--- config.mk ---
export PLATFORM = sky130hd
export DESIGN_NAME = pe_row_param_flat
export DESIGN_NICKNAME = d
export VERILOG_FILES = /design/src/rtl/pe_row_pkg.sv /design/src/rtl/pe_row_if.sv /design/src/rtl/pe_lane.sv /design/src/rtl/pe_row_param.sv /design/src/flat_wrapper.sv
export SDC_FILE = /design/constraint.sdc
export NUM_CORES = 2
export LEC_CHECK = 0
export ABC_CLOCK_PERIOD_IN_PS = 7000
export BUFFER_PORTS_ARGS = -buffer_cell sky130_fd_sc_hd__buf_2
export CORE_UTILIZATION = 50
export DETAILED_ROUTE_END_ITERATION = 8
export GPL_ROUTABILITY_DRIVEN = 0
export PLACE_DENSITY = 0.7
export SLEW_MARGIN = 10
export SYNTH_ARGS = -nofsm -noshare
export SYNTH_HDL_FRONTEND = slang
export SYNTH_HIERARCHICAL = 1
export SYNTH_SLANG_ARGS = --single-unit
export TNS_END_PERCENT = 30
--- constraint.sdc ---
create_clock -name clk -period 7 [get_ports clk]
set_input_delay 0.35 -clock clk [delete_from_list [all_inputs] [get_ports clk]]
set_output_delay 0.35 -clock clk [all_outputs]
set_load 0.02 [all_outputs]
--- src/rtl/pe_row_pkg.sv ---
// Shared types and default geometry for the parametrised PE row.
package pe_row_pkg;

    // Pixel routing mode, sampled together with each input beat
    typedef enum logic [1:0] {
        DIRECT     = 2'd0,
        CAST       = 2'd1,
        SHIFT      = 2'd2,
        CAST_SHIFT = 2'd3
    } pe_mode_e;

    localparam int DEF_NUM_PE    = 16;
    localparam int DEF_DW        = 8;
    localparam int DEF_PW        = 16;
    localparam int DEF_ACC_W     = 24;
    localparam int DEF_CAST_BASE = 12;
    localparam int DEF_CAST_NUM  = 3;

endpackage

--- src/rtl/pe_row_if.sv ---
// Beat/bus bundle between the pixel/weight buffers, the PE row and the adder tree.
interface pe_row_if
    import pe_row_pkg::*;
#(
    parameter int NUM_PE   = DEF_NUM_PE,
    parameter int DW       = DEF_DW,
    parameter int PW       = DEF_PW,
    parameter int ACC_W    = DEF_ACC_W,
    parameter int CAST_NUM = DEF_CAST_NUM
);
    logic [1:0]                   mode;
    logic                         in_valid;
    logic [NUM_PE-1:0][DW-1:0]    pixel_in;
    logic [CAST_NUM-1:0][DW-1:0]  pixel_cast;
    logic                         w_load;
    logic [NUM_PE-1:0][DW-1:0]    weight_in;
    logic                         acc_clr;

    logic [NUM_PE-1:0][DW-1:0]    next_pixel;
    logic                         prod_valid;
    logic [NUM_PE-1:0][PW-1:0]    product;
    logic                         acc_valid;
    logic [NUM_PE-1:0][ACC_W-1:0] acc_out;
    logic [NUM_PE-1:0]            acc_sat;

    modport master (
        output mode, in_valid, pixel_in, pixel_cast, w_load, weight_in, acc_clr,
        input  next_pixel, prod_valid, product, acc_valid, acc_out, acc_sat
    );

    modport slave (
        input  mode, in_valid, pixel_in, pixel_cast, w_load, weight_in, acc_clr,
        output next_pixel, prod_valid, product, acc_valid, acc_out, acc_sat
    );
endinterface

--- src/rtl/pe_lane.sv ---
// One weight-stationary MAC lane: pixel/weight capture, multiply, saturating accumulate.
module pe_lane
    import pe_row_pkg::*;
#(
    parameter int DW    = DEF_DW,
    parameter int PW    = DEF_PW,
    parameter int ACC_W = DEF_ACC_W
) (
    input  logic             clk,
    input  logic             rst,
    input  logic             beat_valid,
    input  logic [DW-1:0]    sel_pixel,
    input  logic             w_load,
    input  logic [DW-1:0]    weight_in,
    input  logic             vld_p1,
    input  logic             vld_p2,
    input  logic             clr_p2,
    output logic [DW-1:0]    next_pixel,
    output logic [PW-1:0]    product,
    output logic [ACC_W-1:0] acc_out,
    output logic             acc_sat
);

    // MSB of the result is the overflow flag, the rest the clamped sum
    function automatic logic [ACC_W:0] sat_add(input logic [ACC_W-1:0] a,
                                               input logic [PW-1:0]    b);
        logic [ACC_W:0] sum;
        sum = {a[ACC_W-1], a} + {{(ACC_W+1-PW){b[PW-1]}}, b};
        if (sum[ACC_W] != sum[ACC_W-1]) begin
            if (sum[ACC_W])
                return {1'b1, 1'b1, {(ACC_W-1){1'b0}}};
            else
                return {1'b1, 1'b0, {(ACC_W-1){1'b1}}};
        end
        return {1'b0, sum[ACC_W-1:0]};
    endfunction

    logic signed [DW-1:0]    weight_q;
    logic        [DW-1:0]    pix_p1;
    logic signed [DW-1:0]    weight_p1;
    logic signed [PW-1:0]    prod_p2;
    logic        [ACC_W-1:0] acc_p3;
    logic                    sat_p3;

    logic        [PW-1:0]    pix_ext;
    logic signed [PW-1:0]    w_ext;
    logic signed [PW-1:0]    mult;
    logic        [ACC_W:0]   acc_nxt;

    // Pixel is unsigned, weight signed; the exact product always fits PW bits
    assign pix_ext = PW'(pix_p1);
    assign w_ext   = PW'(weight_p1);
    assign mult    = $signed(pix_ext) * w_ext;
    assign acc_nxt = sat_add(clr_p2 ? '0 : acc_p3, prod_p2);

    // Stationary weight register; a beat in the same cycle still sees the old value
    always_ff @(posedge clk or negedge rst) begin
        if (!rst)        weight_q <= '0;
        else if (w_load) weight_q <= weight_in;
    end

    // ---- stage 1: capture routed pixel and the beat's weight ----
    always_ff @(posedge clk or negedge rst) begin
        if (!rst) begin
            pix_p1    <= '0;
            weight_p1 <= '0;
        end else if (beat_valid) begin
            pix_p1    <= sel_pixel;
            weight_p1 <= weight_q;
        end
    end

    // ---- stage 2: register the product ----
    always_ff @(posedge clk or negedge rst) begin
        if (!rst)        prod_p2 <= '0;
        else if (vld_p1) prod_p2 <= mult;
    end

    // ---- stage 3: saturating accumulate; a clear beat also restarts the sticky flag ----
    always_ff @(posedge clk or negedge rst) begin
        if (!rst) begin
            acc_p3 <= '0;
            sat_p3 <= 1'b0;
        end else if (vld_p2) begin
            acc_p3 <= acc_nxt[ACC_W-1:0];
            sat_p3 <= (clr_p2 ? 1'b0 : sat_p3) | acc_nxt[ACC_W];
        end
    end

    assign next_pixel = pix_p1;
    assign product    = prod_p2;
    assign acc_out    = acc_p3;
    assign acc_sat    = sat_p3;

endmodule

--- src/rtl/pe_row_param.sv ---
// Row of NUM_PE MAC lanes with run-time pixel routing and a valid-tagged pipeline.
module pe_row_param
    import pe_row_pkg::*;
#(
    parameter int NUM_PE    = DEF_NUM_PE,
    parameter int DW        = DEF_DW,
    parameter int PW        = DEF_PW,
    parameter int ACC_W     = DEF_ACC_W,
    parameter int CAST_BASE = DEF_CAST_BASE,
    parameter int CAST_NUM  = DEF_CAST_NUM
) (
    input  logic    clk,
    input  logic    rst,
    pe_row_if.slave bus
);

    pe_mode_e mode_sel;
    logic     vld_p1, clr_p1, vld_p2, clr_p2, vld_p3;

    logic [DW-1:0]    np     [NUM_PE];
    logic [PW-1:0]    prod_w [NUM_PE];
    logic [ACC_W-1:0] acc_w  [NUM_PE];
    logic             sat_w  [NUM_PE];

    assign mode_sel = pe_mode_e'(bus.mode);

    // ---- valid / clear tags travel one stage per clock alongside the lane data ----
    always_ff @(posedge clk or negedge rst) begin
        if (!rst) begin
            vld_p1 <= 1'b0;
            clr_p1 <= 1'b0;
            vld_p2 <= 1'b0;
            clr_p2 <= 1'b0;
            vld_p3 <= 1'b0;
        end else begin
            vld_p1 <= bus.in_valid;
            clr_p1 <= bus.in_valid & bus.acc_clr;
            vld_p2 <= vld_p1;
            clr_p2 <= clr_p1;
            vld_p3 <= vld_p2;
        end
    end

    assign bus.prod_valid = vld_p2;
    assign bus.acc_valid  = vld_p3;

    for (genvar i = 0; i < NUM_PE; i++) begin : g_lane
        localparam bit IS_CAST = (i >= CAST_BASE) && (i < CAST_BASE + CAST_NUM);

        logic [DW-1:0] shift_src;
        logic [DW-1:0] cast_src;
        logic [DW-1:0] sel_pixel;

        // Lane 0 heads the systolic chain; others take the neighbour's registered pixel
        if (i == 0) begin : g_head
            assign shift_src = bus.pixel_in[0];
        end else begin : g_chain
            assign shift_src = np[i-1];
        end

        // Non-cast lanes fall back to their own pixel when cast routing is selected
        if (IS_CAST) begin : g_cast
            assign cast_src = bus.pixel_cast[i-CAST_BASE];
        end else begin : g_plain
            assign cast_src = bus.pixel_in[i];
        end

        // Select this lane's pixel from the beat's mode
        always_comb begin
            sel_pixel = bus.pixel_in[i];
            case (mode_sel)
                CAST:       sel_pixel = cast_src;
                SHIFT:      sel_pixel = shift_src;
                CAST_SHIFT: sel_pixel = IS_CAST ? cast_src : shift_src;
                default:    sel_pixel = bus.pixel_in[i];
            endcase
        end

        pe_lane #(
            .DW    (DW),
            .PW    (PW),
            .ACC_W (ACC_W)
        ) u_lane (
            .clk        (clk),
            .rst        (rst),
            .beat_valid (bus.in_valid),
            .sel_pixel  (sel_pixel),
            .w_load     (bus.w_load),
            .weight_in  (bus.weight_in[i]),
            .vld_p1     (vld_p1),
            .vld_p2     (vld_p2),
            .clr_p2     (clr_p2),
            .next_pixel (np[i]),
            .product    (prod_w[i]),
            .acc_out    (acc_w[i]),
            .acc_sat    (sat_w[i])
        );

        assign bus.next_pixel[i] = np[i];
        assign bus.product[i]    = prod_w[i];
        assign bus.acc_out[i]    = acc_w[i];
        assign bus.acc_sat[i]    = sat_w[i];
    end

endmodule

--- src/flat_wrapper.sv ---
// flat-port wrapper written by rule: the top's interface ports become plain ports
module pe_row_param_flat import pe_row_pkg::*;
#(
    parameter int NUM_PE    = DEF_NUM_PE,
    parameter int DW        = DEF_DW,
    parameter int PW        = DEF_PW,
    parameter int ACC_W     = DEF_ACC_W,
    parameter int CAST_BASE = DEF_CAST_BASE,
    parameter int CAST_NUM  = DEF_CAST_NUM
)
  (clk, rst, bus_mode, bus_in_valid, bus_pixel_in, bus_pixel_cast, bus_w_load, bus_weight_in, bus_acc_clr, bus_next_pixel, bus_prod_valid, bus_product, bus_acc_valid, bus_acc_out, bus_acc_sat);
  pe_row_if #(.NUM_PE(NUM_PE), .DW(DW), .PW(PW), .ACC_W(ACC_W), .CAST_NUM(CAST_NUM)) bus_i ();
  input  logic clk;
  input  logic rst;
  input wire logic [$bits(bus_i.mode)-1:0] bus_mode;
  input wire logic [$bits(bus_i.in_valid)-1:0] bus_in_valid;
  input wire logic [$bits(bus_i.pixel_in)-1:0] bus_pixel_in;
  input wire logic [$bits(bus_i.pixel_cast)-1:0] bus_pixel_cast;
  input wire logic [$bits(bus_i.w_load)-1:0] bus_w_load;
  input wire logic [$bits(bus_i.weight_in)-1:0] bus_weight_in;
  input wire logic [$bits(bus_i.acc_clr)-1:0] bus_acc_clr;
  output wire logic [$bits(bus_i.next_pixel)-1:0] bus_next_pixel;
  output wire logic [$bits(bus_i.prod_valid)-1:0] bus_prod_valid;
  output wire logic [$bits(bus_i.product)-1:0] bus_product;
  output wire logic [$bits(bus_i.acc_valid)-1:0] bus_acc_valid;
  output wire logic [$bits(bus_i.acc_out)-1:0] bus_acc_out;
  output wire logic [$bits(bus_i.acc_sat)-1:0] bus_acc_sat;
  assign bus_i.mode = bus_mode;
  assign bus_i.in_valid = bus_in_valid;
  assign bus_i.pixel_in = bus_pixel_in;
  assign bus_i.pixel_cast = bus_pixel_cast;
  assign bus_i.w_load = bus_w_load;
  assign bus_i.weight_in = bus_weight_in;
  assign bus_i.acc_clr = bus_acc_clr;
  assign bus_next_pixel = bus_i.next_pixel;
  assign bus_prod_valid = bus_i.prod_valid;
  assign bus_product = bus_i.product;
  assign bus_acc_valid = bus_i.acc_valid;
  assign bus_acc_out = bus_i.acc_out;
  assign bus_acc_sat = bus_i.acc_sat;
  pe_row_param #(.NUM_PE(NUM_PE), .DW(DW), .PW(PW), .ACC_W(ACC_W), .CAST_BASE(CAST_BASE), .CAST_NUM(CAST_NUM)) u_core (.clk(clk), .rst(rst), .bus(bus_i));
endmodule
**Word-level counts from Yosys, hierarchy flattened**

Cells that the tools add are included.

- Register bits after elaboration: 1045
- Logic and storage cells: 282
- Input port bits: 287
- Output and inout port bits: 786

- Equality and inequality tests: 19
- $add $sub $neg: 16
- Mux-type cells: 111
- Multipliers: 16
- Reductions and logical operators: 2
- Bitwise operators: 17

Operators by type and width:

| kind | number |
|---|---|
| $mux W25 | 32 |
| $mux W24 | 32 |
| $add A24 B16 Y25 | 16 |
| $mul A9 B8 Y16 | 16 |
| $mux W8 | 12 |
| $pmux W8 S2 | 3 |
| $mux W1 | 32 |
| $ne A1 B1 Y1 | 16 |
| $or A1 B1 Y1 | 16 |
| $eq A2 B2 Y1 const B | 2 |
| $reduce_or A2 Y1 | 2 |
| $eq A2 B1 Y1 const B | 1 |
| $and A1 B1 Y1 | 1 |

**Longest topological paths before layout**

- Depth after elaboration: 6
- Mapped depth: 21

**Cells and area by module**

The synthesis kept the hierarchy.

By module, submodules not included:

| module | cells an instance | instances | area an instance (um^2) |
|---|---|---|---|
| pe_lane (u_core.g_lane[2].u_lane ...) | 654 | 6 | 6094.6 |
| pe_lane (u_core.g_lane[0].u_lane ...) | 643 | 6 | 6053.3 |
| pe_lane (u_core.g_lane[8].u_lane) | 671 | 1 | 6217.2 |
| pe_lane (u_core.g_lane[15].u_lane) | 656 | 1 | 6080.8 |
| pe_lane (u_core.g_lane[1].u_lane) | 623 | 1 | 5968.2 |
| pe_lane (u_core.g_lane[9].u_lane) | 619 | 1 | 5938.2 |
| pe_row_param | 192 | 1 | 1786.7 |

**Worst setup path after synthesis**

Ideal clock, no wire load.

- Kind: flip-flop to flip-flop
- Start point: reg u_core.clr_p2
- End point: reg u_core.g_lane[8].u_lane.acc_p3[12]
- Period minus slack after synthesis: 5.384 ns
- Stages on the path, launching flop included: 18
- Library setup time: 0.140 ns
- Path slack: 1.616 ns
- Required time: 6.860 ns
- Data arrival time: 5.244 ns
- Path buffers: 2
- Cell sequence: dfrtp_1 > clkbuf_1 > nor2b_1 > ha_1 > buf_4 > nand4_1 > or2_1 > nor2_1 > o21ai_0 > a31oi_1 > mux2i_1 > or2_2 > ha_1 > inv_1 > and4_1 > a311o_1 > a2111oi_0 > a21oi_1

- Word-level cells in the longest chain between the ends: 5
- Elaborated cells between the ends (all ways): 7

Ends and longest elaborated chain:

| what | RTL line | RTL |
|---|---|---|
| start, declared | pe_row_param.sv:18 | `logic vld_p1, clr_p1, vld_p2, clr_p2, vld_p3;` |
| start signal, assigned | pe_row_param.sv:39 | `clr_p2 <= clr_p1;` |
| $mux W24 * | pe_lane.sv:54 | `assign acc_nxt = sat_add(clr_p2 ? '0 : acc_p3, prod_p2);` |
| $add A24 B16 Y25 * | pe_lane.sv:28 | `sum = {a[ACC_W-1], a} + {{(ACC_W+1-PW){b[PW-1]}}, b};` |
| $mux W24 / $ne A1 B1 Y1 (equally long branches) | pe_lane.sv:30, pe_lane.sv:29 |  |
| $mux W25 / $mux W1 (equally long branches) | pe_lane.sv:29 | `if (sum[ACC_W] != sum[ACC_W-1]) begin` |
| $mux W25 * | pe_lane.sv:35 | `return {1'b0, sum[ACC_W-1:0]};` |
| end signal, assigned | pe_lane.sv:85 | `acc_p3 <= acc_nxt[ACC_W-1:0];` |
| end, declared | pe_lane.sv:42 | `logic [ACC_W-1:0] acc_p3;` |

Mark *: on every way between the ends. The rest lies on a longest branch, timed or not. The select of a mux whose other input is x is not followed.
A chain may end at the register's enable or synchronous reset.

**Final worst setup path**

Ends and elaborated chain as after synthesis.

==> summary.txt <==
STA
  – FMAX: 172 MHz
  – RSZ-0062 raised after global routing: no
  – Final period util: 83.0%
  – Clock Skew: 0.0560 ns
  – Fin crit period: 5.81 ns
  – Final setup vio count: 0
  – Final TNS setup: 0 ns
  – Final worst setup slack: 1.19 ns
  – Slew headroom: 31.0%
  – Least-Margin Pin Slew: 1.03 ns
  – Slew Viols, Final: 0
  – Hold Violations, Final: 0

Layout
  – Most common cell after layout, fill and taps aside: inv_1
  – Non-Filler Instances: 14500
  – Commonest non-fill, non-tap cells in the layout: 1091 x inv_1, 1068 x buf_2, 1056 x ha_1
  – Area Overhead vs Synth: 15.6%
  – Layout cells sized above 1: 17.6%
  – Final net count: 13700
  – Fin area: 114000 sq um

Synth
  – Post-synth cell types: 103
  – Netlist Area Pre-Place: 98900 sq um
  – Avg Cell Area, Syn: 9.38 sq um
  – Post-synth EDFFs: 0
  – Ys Warns: 6
  – Ys flop type: dfrtp_1
  – Fraction of registers with async set/reset: 100%
  – Register area share after synthesis: 26.4%
  – Yosys reg bits: 1045
  – Post-synth top area share: 26.4%
  – Top area cells in the synthesized netlist: dfrtp_1 26%, ha_1 13%, fa_1 12%
  – Syn Inst Count: 10500
  – Post-Syn Nets: 12500
  – Yosys top cell by area: dfrtp_1

Setup path
  – Critical Path AT: 6.47 ns
  – WP buf/inv: 2
  – Crit path max-delay family: simple AND/OR/NAND/NOR gates
  – Crit start category: register
  – CP max FO: 35
  – FF-to-FF setup slack: 1.19 ns
  – Worst Setup SP: u_core/clr_p2$_DFF_PN0_
  – Critical path's largest stage delay: 0.91 ns
  – Reg-to-reg startpoint: u_core/clr_p2$_DFF_PN0_
  – Reg-to-reg endpoint: u_core/g_lane[8].u_lane/acc_out[12]$_DFFE_PN0P_
  – Crit path capture: u_core/g_lane[8].u_lane/acc_out[12]$_DFFE_PN0P_
  – WP depth: 16
  – Critical Path Sink Type: register
  – Critical Path RT: 7.66 ns
  – Slowest CP cell: dfrtp_4
  – CP Cell Sequence: buf_4, nor2b_1, ha_1, nand4_1, or2_1, nor2_1, o21ai_0, a31oi_1, mux2i_1, or2_2, ha_1, inv_1, and4_1, a311o_1, a2111oi_0, a21oi_1
  – Kind of critical path: reg -> reg
  – CP dominant cell by count: ha_1
  – Reg2Reg Depth: 16

Floorplan
  – Die W: 447 um
  – Row count: 162
  – Core outline area: 196000 sq um
  – Die footprint: 200000 sq um
  – Die height: 447 um
  – Starting Density: 50.6%
  – Io pins: 1073

Routing
  – DRC viols: 0
  – DR vias/cell: 5.81
  – Initial DRC count: 6410
  – Vias: 84400
  – Final antenna-violating net count: 0
  – Routed WL: 307000 um
  – Avg WL per Cell: 21.2 um
  – Drt first pass iters: 8

Clock network
  – Root Buffer: clkbuf_16
  – H-Tree Depth: 4
  – Skew-Pair Late Insertion Delay: 0.83 ns
  – Buffer count from post-CTS setup fixing: 0
  – Max Buffers Root-to-Sink: 3
  – CTS Buf Count: 133
  – CTS tree: built
  – Clock sink count: 1045
  – Worst-path clk slew: 0.06 ns

Hold path
  – Worst Hold Class: in -> reg

GRT
  – Total Routing Usage GR: 30.3%
  – Initial antenna violation count: 62
  – Largest net degree at the start of global routing: 173
  – Number of global-route vias before repair: 85100
  – Overflow after GRT: 0
  – First-pass GRT wire length: 478000 um

Place
  – PortBufs: 1072
  – Post-DP Area: 107000 sq um
  – Setup Slack @ Placement: 1.32 ns
  – Post-DP HPWL: 234000 um
  – Placed cell count: 14000

Outcome
  – Status: finished clean

Job
  – Max_cap viols: 0
## sequential cells by signal, summed over array words and instances, names as in the netlist
name / count
u_core/bus.acc_valid: 1
u_core/bus.prod_valid: 1
u_core/clr_p1: 1
u_core/clr_p2: 1
u_core/g_lane.u_lane/acc_out: 384
u_core/g_lane.u_lane/acc_sat: 16
u_core/g_lane.u_lane/next_pixel: 128
u_core/g_lane.u_lane/product: 256
u_core/g_lane.u_lane/weight_p1: 128
u_core/g_lane.u_lane/weight_q: 128
u_core/vld_p1: 1
## cell usage after synthesis, types with 41 or more instances
library cell,n
nor2b_1,410
xnor2_1,258
a211oi_1,81
o31ai_1,59
nor3_1,182
o21ai_0,280
o21ai_1,98
inv_1,1091
mux2i_1,41
dfrtp_1,1045
nor2_1,671
a21oi_1,474
a31oi_1,190
a21o_1,168
clkbuf_1,252
nand2b_1,129
ha_1,1056
fa_1,608
or3_1,58
xor2_1,137
o221ai_1,47
nand4_1,76
and3_1,46
nand2_1,740
o21a_1,121
a21boi_0,43
mux2_2,612
o211ai_1,94
nand3_1,171
and2_1,658
## kinds of logic (layout without fill, tap and decap cells)
kind of cell	Yosys count	count (layout)	share of synthesized area, %
compound gates	2052	2052	14.2
xor+xnor	395	395	3.50
fa+ha+maj	1664	1664	25.7
buf+inv	1423	2737	5.65
flops	1045	1045	26.4
mux	659	659	7.45
other cells	0	46	0
simple gates	3305	3305	17.1
## worst register-to-register path: stages, from the launching register on
cell and delay (ns):
dfrtp_4 0.91, buf_4 0.55, nor2b_1 0.10, ha_1 0.41
nand4_1 0.17, or2_1 0.28, nor2_1 0.14, o21ai_0 0.15
a31oi_1 0.33, mux2i_1 0.14, or2_2 0.31, ha_1 0.64
inv_1 0.46, and4_1 0.35, a311o_1 0.27, a2111oi_0 0.35
a21oi_1 0.12
## worst min-delay path by stage
stage,startpoint,slack (ns),depth (start not counted),to
floorplan,rst,0.05,0,u_core/bus.acc_valid$_DFF_PN0_
global placement,u_core/clr_p1$_DFF_PN0_,0.34,0,u_core/clr_p2$_DFF_PN0_
detailed placement,u_core/clr_p1$_DFF_PN0_,0.34,0,u_core/clr_p2$_DFF_PN0_
CTS,bus_w_load,0.002,2,u_core/g_lane[3].u_lane/weight_q[6]$_DFFE_PN0P_
global route,bus_w_load,0.03,2,u_core/g_lane[3].u_lane/weight_q[2]$_DFFE_PN0P_
finish,bus_pixel_cast[17],0.07,4,u_core/g_lane[14].u_lane/next_pixel[1]$_DFFE_PN0P_
## metal layers
| layer | vias up | share of wire [%] | track usage, % |
|---|---|---|---|
| li1 | 38800 | - | - |
| met3 | 840 | 6.7 | 5.81 |
| met5 | - | 0.035 | 0 |
| met2 | 3192 | 47 | 48.8 |
| met1 | 41500 | 39 | 36.8 |
| met4 | 18 | 7.3 | 20.3 |
## metrics by stage
stage | util [%] | hold WS [ns]
2_1_floorplan | - | 0.0544
3_3_place_gp | 54.5 | 0.338
3_5_place_dp | 54.5 | 0.342
4_1_cts | 58.4 | 0.00249
5_1_grt | 58.4 | 0.0305
6_report | 58.4 | 0.0734
## layout make-up
type | count | area, sq um
clock inverters | 67 | 877
multi-input cells | 8075 | 67100
clock buffers | 177 | 3830
inverters | 1092 | 4100
fillers | 16900 | 81300
repair buffers | 1401 | 8780
well taps | 2624 | 3280
flip-flops and latches | 1045 | 26200
diodes | 46 | 115
## what timing repair did
item                                    4_1_cts  5_1_grt
endpoints found under the hold margin       314        0
resized for setup                             0        0
hold buffers                                286        0
endpoints found under the setup margin        0        0
Power is not shown: default switching activity piles up to over one toggle a cycle in this logic, so the estimate is an artifact.
